==> config.mk <==
export PLATFORM = sky130hd
export DESIGN_NAME = mem_port_arbiter_flat
export DESIGN_NICKNAME = d
export VERILOG_FILES = /design/src/rtl/mem_port_arbiter_if.sv /design/src/rtl/mem_port_arbiter.sv /design/src/flat_wrapper.sv
export SDC_FILE = /design/constraint.sdc
export NUM_CORES = 1
export LEC_CHECK = 0
export ABC_AREA = 1
export BUFFER_PORTS_ARGS = -buffer_cell sky130_fd_sc_hd__buf_2
export CORE_AREA = 4 4 122 124
export CTS_BUF_LIST = sky130_fd_sc_hd__clkbuf_4 sky130_fd_sc_hd__clkbuf_8 sky130_fd_sc_hd__clkbuf_16
export DETAILED_ROUTE_END_ITERATION = 8
export DIE_AREA = 0 0 126 128
export GPL_ROUTABILITY_DRIVEN = 0
export PLACE_DENSITY = 0.78
export SYNTH_ARGS = -nofsm -noshare
export SYNTH_HDL_FRONTEND = slang
export SYNTH_SLANG_ARGS = --single-unit
==> constraint.sdc <==
create_clock -name clk -period 2.95 [get_ports clk]
set_input_delay 0.295 -clock clk [delete_from_list [all_inputs] [get_ports clk]]
set_output_delay 0.295 -clock clk [all_outputs]
set_load 0.1 [all_outputs]
==> src/rtl/mem_port_arbiter_if.sv <==
// mem_port_arbiter_if
// Groups the requester handshakes (IF fetch, ME load/store) and the byte-wide
// RAM port of mem_port_arbiter into one bundle.
//   slave  : arbiter view (takes requests and RAM read data, drives results and RAM strobes)
//   master : environment view (requesters plus RAM model)
// Signals:
//   if_req_i/if_addr_i, if_data_o/if_done_o      instruction fetch side
//   me_req_i/me_we_i/me_size_i/me_addr_i/me_wdata_i,
//   me_rdata_o/me_done_o                         memory stage side
//   mem_addr_o/mem_we_o/mem_wdata_o/mem_rdata_i  byte RAM port
//   busy_o                                       arbiter not idle
interface mem_port_arbiter_if #(
  parameter int ADDR_W = 32
);
  logic              if_req_i;
  logic [ADDR_W-1:0] if_addr_i;
  logic [31:0]       if_data_o;
  logic              if_done_o;

  logic              me_req_i;
  logic              me_we_i;
  logic [1:0]        me_size_i;
  logic [ADDR_W-1:0] me_addr_i;
  logic [31:0]       me_wdata_i;
  logic [31:0]       me_rdata_o;
  logic              me_done_o;

  logic [ADDR_W-1:0] mem_addr_o;
  logic              mem_we_o;
  logic [7:0]        mem_wdata_o;
  logic [7:0]        mem_rdata_i;

  logic              busy_o;

  modport slave (
    input  if_req_i, if_addr_i,
    input  me_req_i, me_we_i, me_size_i, me_addr_i, me_wdata_i,
    input  mem_rdata_i,
    output if_data_o, if_done_o,
    output me_rdata_o, me_done_o,
    output mem_addr_o, mem_we_o, mem_wdata_o,
    output busy_o
  );

  modport master (
    output if_req_i, if_addr_i,
    output me_req_i, me_we_i, me_size_i, me_addr_i, me_wdata_i,
    output mem_rdata_i,
    input  if_data_o, if_done_o,
    input  me_rdata_o, me_done_o,
    input  mem_addr_o, mem_we_o, mem_wdata_o,
    input  busy_o
  );
endinterface

==> src/rtl/mem_port_arbiter.sv <==
// mem_port_arbiter
// Shares the CPU's single byte-wide memory port between instruction fetch (IF)
// and the memory stage (ME). Each word/halfword/byte access is split into
// sequential single-byte RAM cycles; loads are reassembled little-endian and
// returned with a one-cycle done pulse. ME has strict priority at grant time;
// there is no preemption once an access has started.
// Ports:
//   clk  - clock, rising edge
//   rst  - synchronous active-high reset
//   bus  - mem_port_arbiter_if.slave (requests, results, RAM port, busy_o)
//
// state  | meaning
// -------+-------------------------------------------------------------
// IDLE   | no access; grant ME first, else IF
// ISSUE  | drive RAM byte address base+cnt (write strobe for stores)
// LAST   | loads only: no RAM access, capture the final read byte
// DONE   | pulse owner's done for one cycle, then back to IDLE
module mem_port_arbiter #(
  parameter int ADDR_W = 32
) (
  input  logic                clk,
  input  logic                rst,
  mem_port_arbiter_if.slave   bus
);

  typedef enum logic [1:0] {
    S_IDLE  = 2'd0,
    S_ISSUE = 2'd1,
    S_LAST  = 2'd2,
    S_DONE  = 2'd3
  } state_t;

  state_t            state_q, state_d;
  logic [1:0]        cnt_q;
  logic [1:0]        last_q;       // index of the final byte (nbytes-1)
  logic              owner_me_q;
  logic [ADDR_W-1:0] base_q;
  logic              we_q;
  logic [31:0]       wdata_q;
  logic [31:0]       if_data_q;
  logic [31:0]       me_rdata_q;

  logic              grant;
  logic              grant_me;
  logic              grant_if;
  logic [1:0]        me_last;
  logic              capture;
  logic [1:0]        lane;

  assign grant_me = (state_q == S_IDLE) && bus.me_req_i;
  assign grant_if = (state_q == S_IDLE) && !bus.me_req_i && bus.if_req_i;
  assign grant    = grant_me || grant_if;

  // Size 11 is treated as a word access.
  always_comb begin
    me_last = 2'd3;
    case (bus.me_size_i)
      2'b00:   me_last = 2'd0;
      2'b01:   me_last = 2'd1;
      default: me_last = 2'd3;
    endcase
  end

  // RAM read data lags its address by one cycle, so the byte arriving during
  // ISSUE(cnt=k) belongs to lane k-1, and LAST picks up the final lane.
  assign capture = !we_q &&
                   (((state_q == S_ISSUE) && (cnt_q != 2'd0)) || (state_q == S_LAST));
  assign lane    = (state_q == S_LAST) ? last_q : (cnt_q - 2'd1);

  // State register
  always_ff @(posedge clk) begin
    if (rst) begin
      state_q <= S_IDLE;
    end else begin
      state_q <= state_d;
    end
  end

  // Next-state logic
  always_comb begin
    state_d = state_q;
    case (state_q)
      S_IDLE: begin
        if (grant) state_d = S_ISSUE;
      end
      S_ISSUE: begin
        if (cnt_q == last_q) state_d = we_q ? S_DONE : S_LAST;
      end
      S_LAST:  state_d = S_DONE;
      S_DONE:  state_d = S_IDLE;
      default: state_d = S_IDLE;
    endcase
  end

  // Latched request, byte counter and read-data assembly
  always_ff @(posedge clk) begin
    if (rst) begin
      cnt_q      <= 2'd0;
      last_q     <= 2'd0;
      owner_me_q <= 1'b0;
      base_q     <= '0;
      we_q       <= 1'b0;
      wdata_q    <= 32'd0;
      if_data_q  <= 32'd0;
      me_rdata_q <= 32'd0;
    end else begin
      if (grant) begin
        cnt_q      <= 2'd0;
        owner_me_q <= grant_me;
        base_q     <= grant_me ? bus.me_addr_i : bus.if_addr_i;
        last_q     <= grant_me ? me_last : 2'd3;
        we_q       <= grant_me && bus.me_we_i;
        wdata_q    <= grant_me ? bus.me_wdata_i : 32'd0;
        // Clearing on grant makes unused upper bytes of short loads read 0.
        if (grant_if) begin
          if_data_q <= 32'd0;
        end else if (!bus.me_we_i) begin
          me_rdata_q <= 32'd0;
        end
      end else if ((state_q == S_ISSUE) && (cnt_q != last_q)) begin
        cnt_q <= cnt_q + 2'd1;
      end

      if (capture) begin
        if (owner_me_q) begin
          me_rdata_q[{lane, 3'b000} +: 8] <= bus.mem_rdata_i;
        end else begin
          if_data_q[{lane, 3'b000} +: 8] <= bus.mem_rdata_i;
        end
      end
    end
  end

  // Outputs
  always_comb begin
    bus.mem_addr_o  = '0;
    bus.mem_we_o    = 1'b0;
    bus.mem_wdata_o = 8'd0;
    bus.if_done_o   = 1'b0;
    bus.me_done_o   = 1'b0;
    bus.busy_o      = (state_q != S_IDLE);
    case (state_q)
      S_ISSUE: begin
        bus.mem_addr_o = base_q + ADDR_W'(cnt_q);
        if (we_q) begin
          bus.mem_we_o    = 1'b1;
          bus.mem_wdata_o = wdata_q[{cnt_q, 3'b000} +: 8];
        end
      end
      S_DONE: begin
        bus.if_done_o = !owner_me_q;
        bus.me_done_o = owner_me_q;
      end
      default: ;
    endcase
  end

  assign bus.if_data_o  = if_data_q;
  assign bus.me_rdata_o = me_rdata_q;

endmodule
==> src/flat_wrapper.sv <==
// flat-port wrapper written by rule: the top's interface ports become plain ports
module mem_port_arbiter_flat 
#(
  parameter int ADDR_W = 32
)
  (clk, rst, bus_if_req_i, bus_if_addr_i, bus_me_req_i, bus_me_we_i, bus_me_size_i, bus_me_addr_i, bus_me_wdata_i, bus_mem_rdata_i, bus_if_data_o, bus_if_done_o, bus_me_rdata_o, bus_me_done_o, bus_mem_addr_o, bus_mem_we_o, bus_mem_wdata_o, bus_busy_o);
  mem_port_arbiter_if #(.ADDR_W(ADDR_W)) bus_i ();
  input  logic clk;
  input  logic rst;
  input wire logic [$bits(bus_i.if_req_i)-1:0] bus_if_req_i;
  input wire logic [$bits(bus_i.if_addr_i)-1:0] bus_if_addr_i;
  input wire logic [$bits(bus_i.me_req_i)-1:0] bus_me_req_i;
  input wire logic [$bits(bus_i.me_we_i)-1:0] bus_me_we_i;
  input wire logic [$bits(bus_i.me_size_i)-1:0] bus_me_size_i;
  input wire logic [$bits(bus_i.me_addr_i)-1:0] bus_me_addr_i;
  input wire logic [$bits(bus_i.me_wdata_i)-1:0] bus_me_wdata_i;
  input wire logic [$bits(bus_i.mem_rdata_i)-1:0] bus_mem_rdata_i;
  output wire logic [$bits(bus_i.if_data_o)-1:0] bus_if_data_o;
  output wire logic [$bits(bus_i.if_done_o)-1:0] bus_if_done_o;
  output wire logic [$bits(bus_i.me_rdata_o)-1:0] bus_me_rdata_o;
  output wire logic [$bits(bus_i.me_done_o)-1:0] bus_me_done_o;
  output wire logic [$bits(bus_i.mem_addr_o)-1:0] bus_mem_addr_o;
  output wire logic [$bits(bus_i.mem_we_o)-1:0] bus_mem_we_o;
  output wire logic [$bits(bus_i.mem_wdata_o)-1:0] bus_mem_wdata_o;
  output wire logic [$bits(bus_i.busy_o)-1:0] bus_busy_o;
  assign bus_i.if_req_i = bus_if_req_i;
  assign bus_i.if_addr_i = bus_if_addr_i;
  assign bus_i.me_req_i = bus_me_req_i;
  assign bus_i.me_we_i = bus_me_we_i;
  assign bus_i.me_size_i = bus_me_size_i;
  assign bus_i.me_addr_i = bus_me_addr_i;
  assign bus_i.me_wdata_i = bus_me_wdata_i;
  assign bus_i.mem_rdata_i = bus_mem_rdata_i;
  assign bus_if_data_o = bus_i.if_data_o;
  assign bus_if_done_o = bus_i.if_done_o;
  assign bus_me_rdata_o = bus_i.me_rdata_o;
  assign bus_me_done_o = bus_i.me_done_o;
  assign bus_mem_addr_o = bus_i.mem_addr_o;
  assign bus_mem_we_o = bus_i.mem_we_o;
  assign bus_mem_wdata_o = bus_i.mem_wdata_o;
  assign bus_busy_o = bus_i.busy_o;
  mem_port_arbiter #(.ADDR_W(ADDR_W)) u_core (.clk(clk), .rst(rst), .bus(bus_i));
endmodule
==> impl_metrics.json, run 1 <==
{
  "layoutNonFillerInstCount": 1470,
  "slew_headroom": 0.409,
  "worstPathRequired_ns": 2.65,
  "dp_hpwl_mm": 15.9,
  "multi_input_area_mm2": 0.00379,
  "power_leakage_nw": 3.87,
  "peakVddDrop_uv": 573,
  "fmaxAchievable_mhz": 355,
  "post-route-period-util": 0.956,
  "top_layer_used": "met5",
  "synth_flop_cell": "dfxtp_1",
  "gr-usage-all-layers": 0.268,
  "clkLatencyLatePin_ns": 0.42,
  "place_area_mm2": 0.00843,
  "syn_inst": 1079,
  "dr_wl_met2_mm": 10.5,
  "crit_buf_inv": 2,
  "dr.pass1.iters": 6,
  "synth_edf_count": 0,
  "dp.cells": 1438,
  "ios": 219,
  "area_growth_syn_to_layout_pct": 28.1,
  "holdPathStages": 3,
  "finalHoldViolations": 0,
  "cpPeakStageDelay_ns": 0.45,
  "yosysTopAreaCellShare": 0.384,
  "min_path_type": "in -> reg",
  "initialDrtViolationCount": 734,
  "synth_top_cells_by_area": "dfxtp_1 38%, nand2_1 13%, nor2_1 10%",
  "worstSetupPathDepth": 9,
  "powerDensity_mw_per_mm2": 906,
  "nets": 1400,
  "fillers": 1282,
  "post_synth_num_cell_types": 32,
  "reg2reg_slack_ns": 0.32,
  "grt_max_degree": 80,
  "status": "completed",
  "cp.arrival_ns": 2.52,
  "antenna_found_initial": 1,
  "routed_wl_mm": 21.9,
  "vias": 7827,
  "skew_ns": 0.0101,
  "rr_worst_depth": 9,
  "ys_seq_area_frac": 0.384,
  "wl_per_cell_um": 14.9,
  "final_area_mm2": 0.00908,
  "setup_viol": 0,
  "cp-end-kind": "primary output",
  "grt_first_pass_wirelength_mm": 35.3,
  "fin_crit_ns": 2.82,
  "synth_top_cell_by_area": "dfxtp_1",
  "ys_seq_elements": 136,
  "diodes": 0,
  "syn-num-nets": 1202,
  "cp-start-kind": "register",
  "rows": 43,
  "viasPerCell": 5.32,
  "detail-route-antenna-nets": 0,
  "die-area_mm2": 0.0161,
  "drv_cap": 0,
  "seqCellArea_mm2": 0.00272,
  "start_util": 0.515,
  "crit_path_cell_trace": "buf_4 > ha_1 > nand3_1 > nand2_2 > nand2_1 > nor2_2 > xor2_1 > nor2_1 > buf_2",
  "worst-slew-pin-transition_ns": 0.887,
  "wl_met3_mm": 1.97,
  "cts_tree": "built",
  "drive_gt1_frac": 0.235,
  "setup-tns-final_ns": 0,
  "root_buffer": "clkbuf_16",
  "crit_path_max_fanout": 12,
  "htree_levels": 4,
  "dieWidth_um": 126,
  "ctsLongestPathBuffers": 2,
  "synthArstFlopShare": 0,
  "synth_area_mm2": 0.00709,
  "grt_pass1_vias": 7297,
  "hold_buffers": 0,
  "slew_violations": 0,
  "avgSynthCellArea_um2": 6.57,
  "drc": 0,
  "cts.reportedPaths.clkPinSlew_ns": 0.05,
  "path_delay_family": "simple AND/OR/NAND/NOR gates",
  "overflow": 0,
  "coreArea_mm2": 0.0138,
  "numCtsBuffers": 17,
  "portBuffers": 218,
  "synth.yosys.warnings": 0,
  "slowest_stage": "buf_2",
  "postLayoutCoreUtil": 0.659,
  "criticalPathCategory": "reg -> out",
  "wl_met1_mm": 9.07,
  "clock-sinks": 136,
  "die_height_um": 128
}
## placed cells by master (no fill, tap or decap), types with 3 or more instances in the layout
master	n
nand2_1	250
buf_2	204
nor2_1	192
dfxtp_1	135
a21oi_1	112
nand3_1	99
inv_1	72
o21ai_0	67
o211ai_1	25
clkbuf_16	17
buf_4	15
buf_12	13
ha_1	11
a21oi_2	9
nor2_2	7
nand2_2	6
o21ai_1	6
nor3_1	5
inv_2	5
xor2_1	4
bufinv_16	4
clkbuf_4	3
clkinv_2	3
## worst paths after layout
kind / end / from
setup reg to reg: u_core.bus.me_rdata_o[2]$_SDFF_PP0_ / u_core.cnt_q[1]$_SDFFE_PP0P_
hold reg to reg: u_core.wdata_q[30]$_SDFFE_PP0N_ / u_core.wdata_q[30]$_SDFFE_PP0N_
setup / recovery: bus_mem_addr_o[15] / u_core.cnt_q[1]$_SDFFE_PP0P_
hold / removal: u_core.wdata_q[17]$_SDFFE_PP0N_ / bus_me_wdata_i[17]
## layer usage
| layer | GRT usage | up-vias |
|---|---|---|
| met5 | 0 | - |
| met4 | 0.0845 | 2 |
| met3 | 0.0783 | 32 |
| met2 | 0.463 | 326 |
| met1 | 0.322 | 3554 |
| li1 | - | 3913 |
## through the flow
| stage | hold WS [ns] | total power, W | setup slack, ns |
|---|---|---|---|
| after detailed placement | 0.449 | 0.00595 | 0.342 |
| final | 0.105 | 0.00822 | 0.131 |
| after CTS | 0.0928 | 0.00824 | 0.0899 |
| after floorplan | 0.434 | 0.00517 | -0.107 |
| after global placement | 0.445 | 0.00591 | 0.387 |
| after global routing | 0.106 | 0.00871 | -0.00684 |
## synthesized netlist by cell type (6+ instances only)
cell type and instances:
a21oi_1 113, a21oi_2 8, buf_2 24, buf_6 6, clkbuf_1 19, dfxtp_1 136
ha_1 11, inv_1 72, nand2_1 251, nand3_1 99, nor2_1 194, nor3_1 7
o211ai_1 25, o21ai_0 67, o21ai_1 6
## kinds of logic after synthesis
group | after synthesis | synth area share
compound gates | 224 | 0.174
xor+xnor | 6 | 0.00742
fa+ha+maj | 12 | 0.0222
buf+inv | 134 | 0.0846
flops | 136 | 0.384
simple gates | 567 | 0.328
## registers in the layout, summed over array words and instances, names as in the netlist
signal,count
u_core.wdata_q,32
u_core.state_q,2
u_core.bus.me_rdata_o,32
u_core.bus.if_data_o,32
u_core.owner_me_q,1
u_core.base_q,32
u_core.last_q,2
u_core.cnt_q,2
u_core.we_q,1
## cell type report
| type | count | share of cell area |
|---|---|---|
| Multi-Input combinational cell | 809 | 0.417 |
| Sequential cell | 136 | 0.300 |
| Timing Repair Buffer | 233 | 0.154 |
| Clock buffer | 21 | 0.0516 |
| Inverter | 80 | 0.0334 |
| Tap cell | 180 | 0.0248 |
| Clock inverter | 11 | 0.0186 |
## worst min-delay path: cells and delay by family
kind,cells,cell delay (ns)
simple gates,1,0.06
buf+inv,1,0.07
compound gates,1,0.06
## report_power, final
part | total (W) | leakage [nW] | internal (W) | switching [W]
logic | 0.00353 | 2.45 | 0.000875 | 0.00266
registers | 0.00241 | 1.11 | 0.00215 | 0.000261
clock network | 0.00228 | 0.315 | 0.00148 | 0.000800
total | 0.00822 | 3.87 | 0.00451 | 0.00372
## repair_timing
action | CTS | global route
gates resized for setup | 1 | 3
endpoints found under the setup margin | 1 | 2
hold endpoints to repair | 0 | 0
setup buffers | 0 | 0
Note: power is estimated with default switching activity, not from simulation.
==> inputs of run 2 (changes only) <==
Settings changed: ABC_AREA 1 to not set, CORE_AREA 4 4 122 124 to 4 4 124 126, DIE_AREA 0 0 126 128 to 0 0 128 130, PLACE_DENSITY 0.78 to 0.7.
==> impl_metrics.json, run 2 <==
{
  "cp.arrival_ns": 2.60,
  "r2r_end": "u_core.bus.if_data_o[0]$_SDFF_PP0_",
  "dr.pass1.iters": 5,
  "synth_flop_cell": "dfxtp_1",
  "slew_violations": 0,
  "slew_headroom": 0.460,
  "post_synth_num_cell_types": 50,
  "ys_seq_elements": 136,
  "synth_top_cells_by_area": "dfxtp_1 43%, a22o_1 11%, mux2i_1 5.4%",
  "setup_viol": 0,
  "die_height_um": 130,
  "area_growth_syn_to_layout_pct": 44.4,
  "path_delay_family": "simple AND/OR/NAND/NOR gates",
  "skew_ns": 0.00772,
  "cts.reportedPaths.clkPinSlew_ns": 0.06,
  "status": "completed",
  "yosysTopAreaCellShare": 0.434,
  "cp-end-kind": "primary output",
  "netlist_top_cells_count": "136 x dfxtp_1, 77 x a22o_1, 47 x nor2_1, 43 x a21oi_1",
  "fmaxAchievable_mhz": 346,
  "rows": 44,
  "fin_crit_ns": 2.89,
  "synthArstFlopShare": 0,
  "crit_buf_inv": 1,
  "layout_common_cells": "187 x buf_2, 121 x dfxtp_1, 77 x a22o_1, 45 x nor2_1, 34 x a211oi_1",
  "coreArea_mm2": 0.0143,
  "root_buffer": "clkbuf_16",
  "power_leakage_nw": 3.96,
  "final_common_cell": "buf_2",
  "slowest_stage": "or4_4",
  "overflow": 0,
  "syn-num-nets": 772,
  "die-area_mm2": 0.0166,
  "ios": 219,
  "routed_wl_mm": 20.0,
  "peakVddDrop_uv": 582,
  "grt_pass1_vias": 5828,
  "hold_start": "bus_me_wdata_i[21]",
  "crit_path_cell_trace": "nand4_1 > or4_4 > or4_1 > a21oi_2 > buf_12",
  "cp-start-kind": "register",
  "nets": 1003,
  "finalHoldViolations": 0,
  "grt_max_degree": 49,
  "synth.yosys.warnings": 0,
  "ys_seq_area_frac": 0.434,
  "gr-usage-all-layers": 0.231,
  "reg2reg_slack_ns": 0.18,
  "rr_worst_depth": 11,
  "post-route-period-util": 0.980,
  "worst-slew-pin-transition_ns": 0.806,
  "final_area_mm2": 0.00905,
  "drv_cap": 0,
  "rsz0062_at_grt": "yes",
  "cts_tree": "built",
  "clock-sinks": 136,
  "initialDrtViolationCount": 501,
  "powerDensity_mw_per_mm2": 882,
  "synth_edf_count": 0,
  "criticalPathCategory": "reg -> out",
  "htree_levels": 4,
  "synth_top_cell_by_area": "dfxtp_1",
  "dp.cells": 1033,
  "synth_area_mm2": 0.00627,
  "hold_buffers": 0,
  "min_path_type": "in -> reg",
  "drc": 0,
  "layoutNonFillerInstCount": 1077,
  "antenna_found_initial": 1,
  "viasPerCell": 5.72,
  "vias": 6162,
  "clkLatencyLatePin_ns": 0.42,
  "ctsLongestPathBuffers": 2,
  "whs_endpoint": "u_core.wdata_q[21]$_SDFFE_PP0N_",
  "drive_gt1_frac": 0.401,
  "syn_inst": 649,
  "wl_per_cell_um": 18.6,
  "portBuffers": 218,
  "crit_path_max_fanout": 5,
  "detail-route-antenna-nets": 0,
  "postLayoutCoreUtil": 0.633,
  "holdPathStages": 2,
  "yosysMostFrequentCell": "dfxtp_1",
  "cpPeakStageDelay_ns": 0.60,
  "avgSynthCellArea_um2": 9.66,
  "worstPathRequired_ns": 2.65,
  "numCtsBuffers": 17,
  "start_util": 0.438,
  "dieWidth_um": 128,
  "place_area_mm2": 0.00822,
  "total_power_w": 0.00799,
  "timing.rr.start": "u_core.state_q[0]$_SDFFE_PP0P_",
  "grt_first_pass_wirelength_mm": 30.5,
  "dp_hpwl_mm": 14.4
}
[run 2: cell types whose count changed after synthesis, sizes merged, moves of 16 or more]
| cell | before | now |
|---|---|---|
| a211oi | 0 | 34 |
| a21oi | 121 | 43 |
| a22o | 0 | 77 |
| buf | 35 | 13 |
| inv | 78 | 17 |
| mux2i | 0 | 34 |
| nand2 | 257 | 14 |
| nand3 | 100 | 27 |
| nand4 | 0 | 27 |
| nor2 | 201 | 47 |
| nor2b | 0 | 16 |
| o211ai | 25 | 1 |
| o21ai | 75 | 9 |
[run 2: how the worst max path moves through the flow]
| stage | from | endpoint | slack [ns] | cells past startpoint |
|---|---|---|---|---|
| floorplan | u_core.cnt_q[0]$_SDFFE_PP0P_ | bus_mem_addr_o[18] | -0.05 | 6 |
| global placement | u_core.base_q[0]$_SDFFE_PP0N_ | bus_mem_addr_o[18] | 0.08 | 7 |
| detailed placement | u_core.base_q[0]$_SDFFE_PP0N_ | bus_mem_addr_o[18] | 0.03 | 7 |
| CTS | u_core.cnt_q[1]$_SDFFE_PP0P_ | bus_mem_addr_o[29] | -0.001 | 7 |
| global route | u_core.cnt_q[0]$_SDFFE_PP0P_ | bus_mem_addr_o[22] | -0.04 | 8 |
| finish | u_core.base_q[9]$_SDFFE_PP0N_ | bus_mem_addr_o[31] | 0.06 | 5 |
[run 2: power by group]
group,internal (W),switching (W)
registers,0.00214,0.000338
clock network,0.00136,0.000791
logic,0.00111,0.00224
[run 2: per-stage QoR]
step	setup TNS, ns	hold WS, ns	worst slack [ns]
5_1_grt	-0.127	0.0731	-0.0401
6_report	0	0.0900	0.0576
4_1_cts	-0.00101	0.0757	-0.00101
3_5_place_dp	0	0.445	0.0260
2_1_floorplan	-0.0505	0.421	-0.0505
3_3_place_gp	0	0.442	0.0789
[run 2: layout make-up]
class / instances / area (um^2)
Fill cell: 1212 / 5260
Multi-Input combinational cell: 456 / 3580
Sequential cell: 136 / 2740
Timing Repair Buffer: 252 / 1840
Clock buffer: 20 / 454
Tap cell: 184 / 230
Clock inverter: 11 / 148
Inverter: 17 / 63.8
Antenna cell: 1 / 2.50
[run 2: layer usage]
metal / part of all wire / up-vias / track usage / wire length (um)
met5: 0 / - / 0 / 0
met4: 0.024 / 0 / 0.0799 / 483
met3: 0.071 / 34 / 0.0659 / 1420
met2: 0.47 / 217 / 0.363 / 9350
met1: 0.44 / 2963 / 0.305 / 8770
li1: - / 2948 / - / -
[run 2: logic make-up after synthesis]
group / share of synthesized area
AND/OR/NAND/NOR: 0.175
AO/OA/AOI/OAI: 0.226
flip-flops: 0.434
buffers and inverters: 0.0379
multiplexers: 0.0830
XOR/XNOR: 0.0182
adder cells (fa/ha/maj): 0.0251
[run 2: timing repair]
action,CTS,global route
gates resized for setup,5,33
setup endpoints to repair,10,36
setup buffers,6,4
pin swaps,9,11
gates cloned,0,2
==> inputs of run 3 (changes only) <==
Settings changed: ABC_AREA set to 1, CORE_AREA 4 4 124 126 to 4 4 131 133, DIE_AREA 0 0 128 130 to 0 0 135 137, PLACE_DENSITY 0.7 to 0.69.
==> impl_metrics.json, run 3 (synthesis results as in run 1) <==
{
  "status": "completed",
  "dieWidth_um": 135,
  "skew_ns": 0.0110,
  "netSwitchingFraction": 0.461,
  "holdWs_ns": 0.118,
  "p_comb_frac": 0.438,
  "die-area_mm2": 0.0185,
  "portBuffers": 218,
  "gr-usage-all-layers": 0.245,
  "cp-start-kind": "register",
  "clkLatencyLatePin_ns": 0.41,
  "drc": 0,
  "pwr-share-seq": 0.296,
  "fmaxAchievable_mhz": 358,
  "grt_max_degree": 65,
  "drive_gt1_frac": 0.233,
  "clock_power_share": 0.267,
  "worst-slew-pin-transition_ns": 0.848,
  "worstPathRequired_ns": 2.65,
  "root_buffer": "clkbuf_16",
  "slew_headroom": 0.434,
  "cts_tree": "built",
  "setup-tns-final_ns": 0,
  "diodes": 0,
  "drv_cap": 0,
  "antenna_found_initial": 1,
  "power_leakage_nw": 3.85,
  "cts_setup_buffers": 0,
  "ios": 219,
  "grt_first_pass_wirelength_mm": 36.4,
  "cp.arrival_ns": 2.50,
  "criticalPathCategory": "reg -> out",
  "fin_crit_ns": 2.79,
  "rsz0062_at_grt": "no",
  "area_growth_syn_to_layout_pct": 28.3,
  "coreArea_mm2": 0.0158,
  "min_path_type": "in -> reg",
  "start_util": 0.448,
  "nets": 1399,
  "finalHoldViolations": 0,
  "p_switching_w": 0.00375,
  "cts.reportedPaths.clkPinSlew_ns": 0.06,
  "total_power_w": 0.00814,
  "peakVddDrop_uv": 536,
  "ctsLongestPathBuffers": 2,
  "slew_violations": 0,
  "final_common_cell": "nand2_1",
  "hold_buffers": 0,
  "dr.pass1.iters": 5,
  "post-route-period-util": 0.947,
  "cp-end-kind": "primary output",
  "wl_per_cell_um": 15.3,
  "fin_ws_ns": 0.156,
  "crit_path_max_fanout": 12,
  "dp_hpwl_mm": 16.9,
  "htree_levels": 4,
  "dpl_worst_slack_ns": 0.349,
  "cts-resized-gates": 0,
  "fillers": 1569,
  "overflow": 0,
  "p_int_w": 0.00439,
  "layout_common_cells": "250 x nand2_1, 204 x buf_2, 193 x nor2_1, 135 x dfxtp_1, 112 x a21oi_1",
  "detail-route-antenna-nets": 0,
  "routed_wl_mm": 23.0,
  "vias": 7722,
  "viasPerCell": 5.13,
  "setup_viol": 0,
  "powerDensity_mw_per_mm2": 896,
  "rows": 46,
  "numCtsBuffers": 17,
  "grt_pass1_vias": 7273,
  "clock-sinks": 136,
  "initialDrtViolationCount": 526,
  "die_height_um": 137
}
==> run 3: changes by cell type in the layout (fill, tap and decap cells not counted), sizes merged, moves of 15 or more <==
cell    previous run  this run
o211ai             1        25
nand2             14       257
buf              252       231
mux2i             34         0
or4               15         0
a22o              77         0
a211oi            34         0
nand4             27         0
nand3             27       100
a21oi             43       121
o21ai              9        75
nor2b             16         0
inv               18        79
nor2              47       201
==> run 3: critical path: stages, from the launching register on <==
cell and delay, ns:
dfxtp_1 0.31, buf_4 0.19, ha_1 0.30, nand3_1 0.09, nand2_2 0.15, nand3_1 0.18, inv_1 0.12, nand2_1 0.05
nand2_1 0.06, nand2_1 0.08, nor2_1 0.11, buf_2 0.44
==> run 3: final timing paths <==
kind | slack, ns | end | depth (start not counted) | start
worst max-delay path | 0.16 | bus_mem_addr_o[27] | 11 | u_core.cnt_q[1]$_SDFFE_PP0P_
worst min-delay path | 0.12 | u_core.wdata_q[16]$_SDFFE_PP0N_ | 3 | bus_me_wdata_i[16]
worst max register to register | 0.32 | u_core.bus.if_data_o[1]$_SDFF_PP0_ | 9 | u_core.cnt_q[1]$_SDFFE_PP0P_
worst min register to register | 0.46 | u_core.wdata_q[7]$_SDFFE_PP0N_ | 2 | u_core.wdata_q[7]$_SDFFE_PP0N_
==> run 3: final cells by class <==
cell class                      instances  area (um^2)  area share
Multi-Input combinational cell        809         3790       0.417
Timing Repair Buffer                  232         1410       0.155
Clock buffer                           19          453      0.0498
Clock inverter                         12          150      0.0165
Tap cell                              216          270      0.0297
Inverter                               80          303      0.0333
Sequential cell                       136         2720       0.299
==> run 3: metrics by stage <==
| stage | area (um^2) | utilization | std cells |
|---|---|---|---|
| after floorplan | 7100 | - | 1079 |
| after global placement | 8480 | 0.536 | 1473 |
| after detailed placement | 8480 | 0.536 | 1473 |
| after CTS | 9080 | 0.574 | 1504 |
| after global routing | 9090 | 0.575 | 1504 |
| final | 9090 | 0.575 | 1504 |
==> run 3: power groups by stage <==
stage          Sequential (W)  Combinational (W)  Clock (W)
2_1_floorplan         0.00264            0.00252          0
3_3_place_gp          0.00243            0.00353          0
3_5_place_dp          0.00244            0.00355          0
4_1_cts               0.00240            0.00356    0.00220
5_1_grt               0.00245            0.00390    0.00229
6_report              0.00241            0.00357    0.00217
==> run 3: routing by layer <==
layer	global-route usage	share of wire	up-vias
li1	-	-	3902
met1	0.301	0.43	3513
met2	0.419	0.48	272
met3	0.0750	0.080	33
met4	0.0644	0.015	2
met5	0	0.00030	-
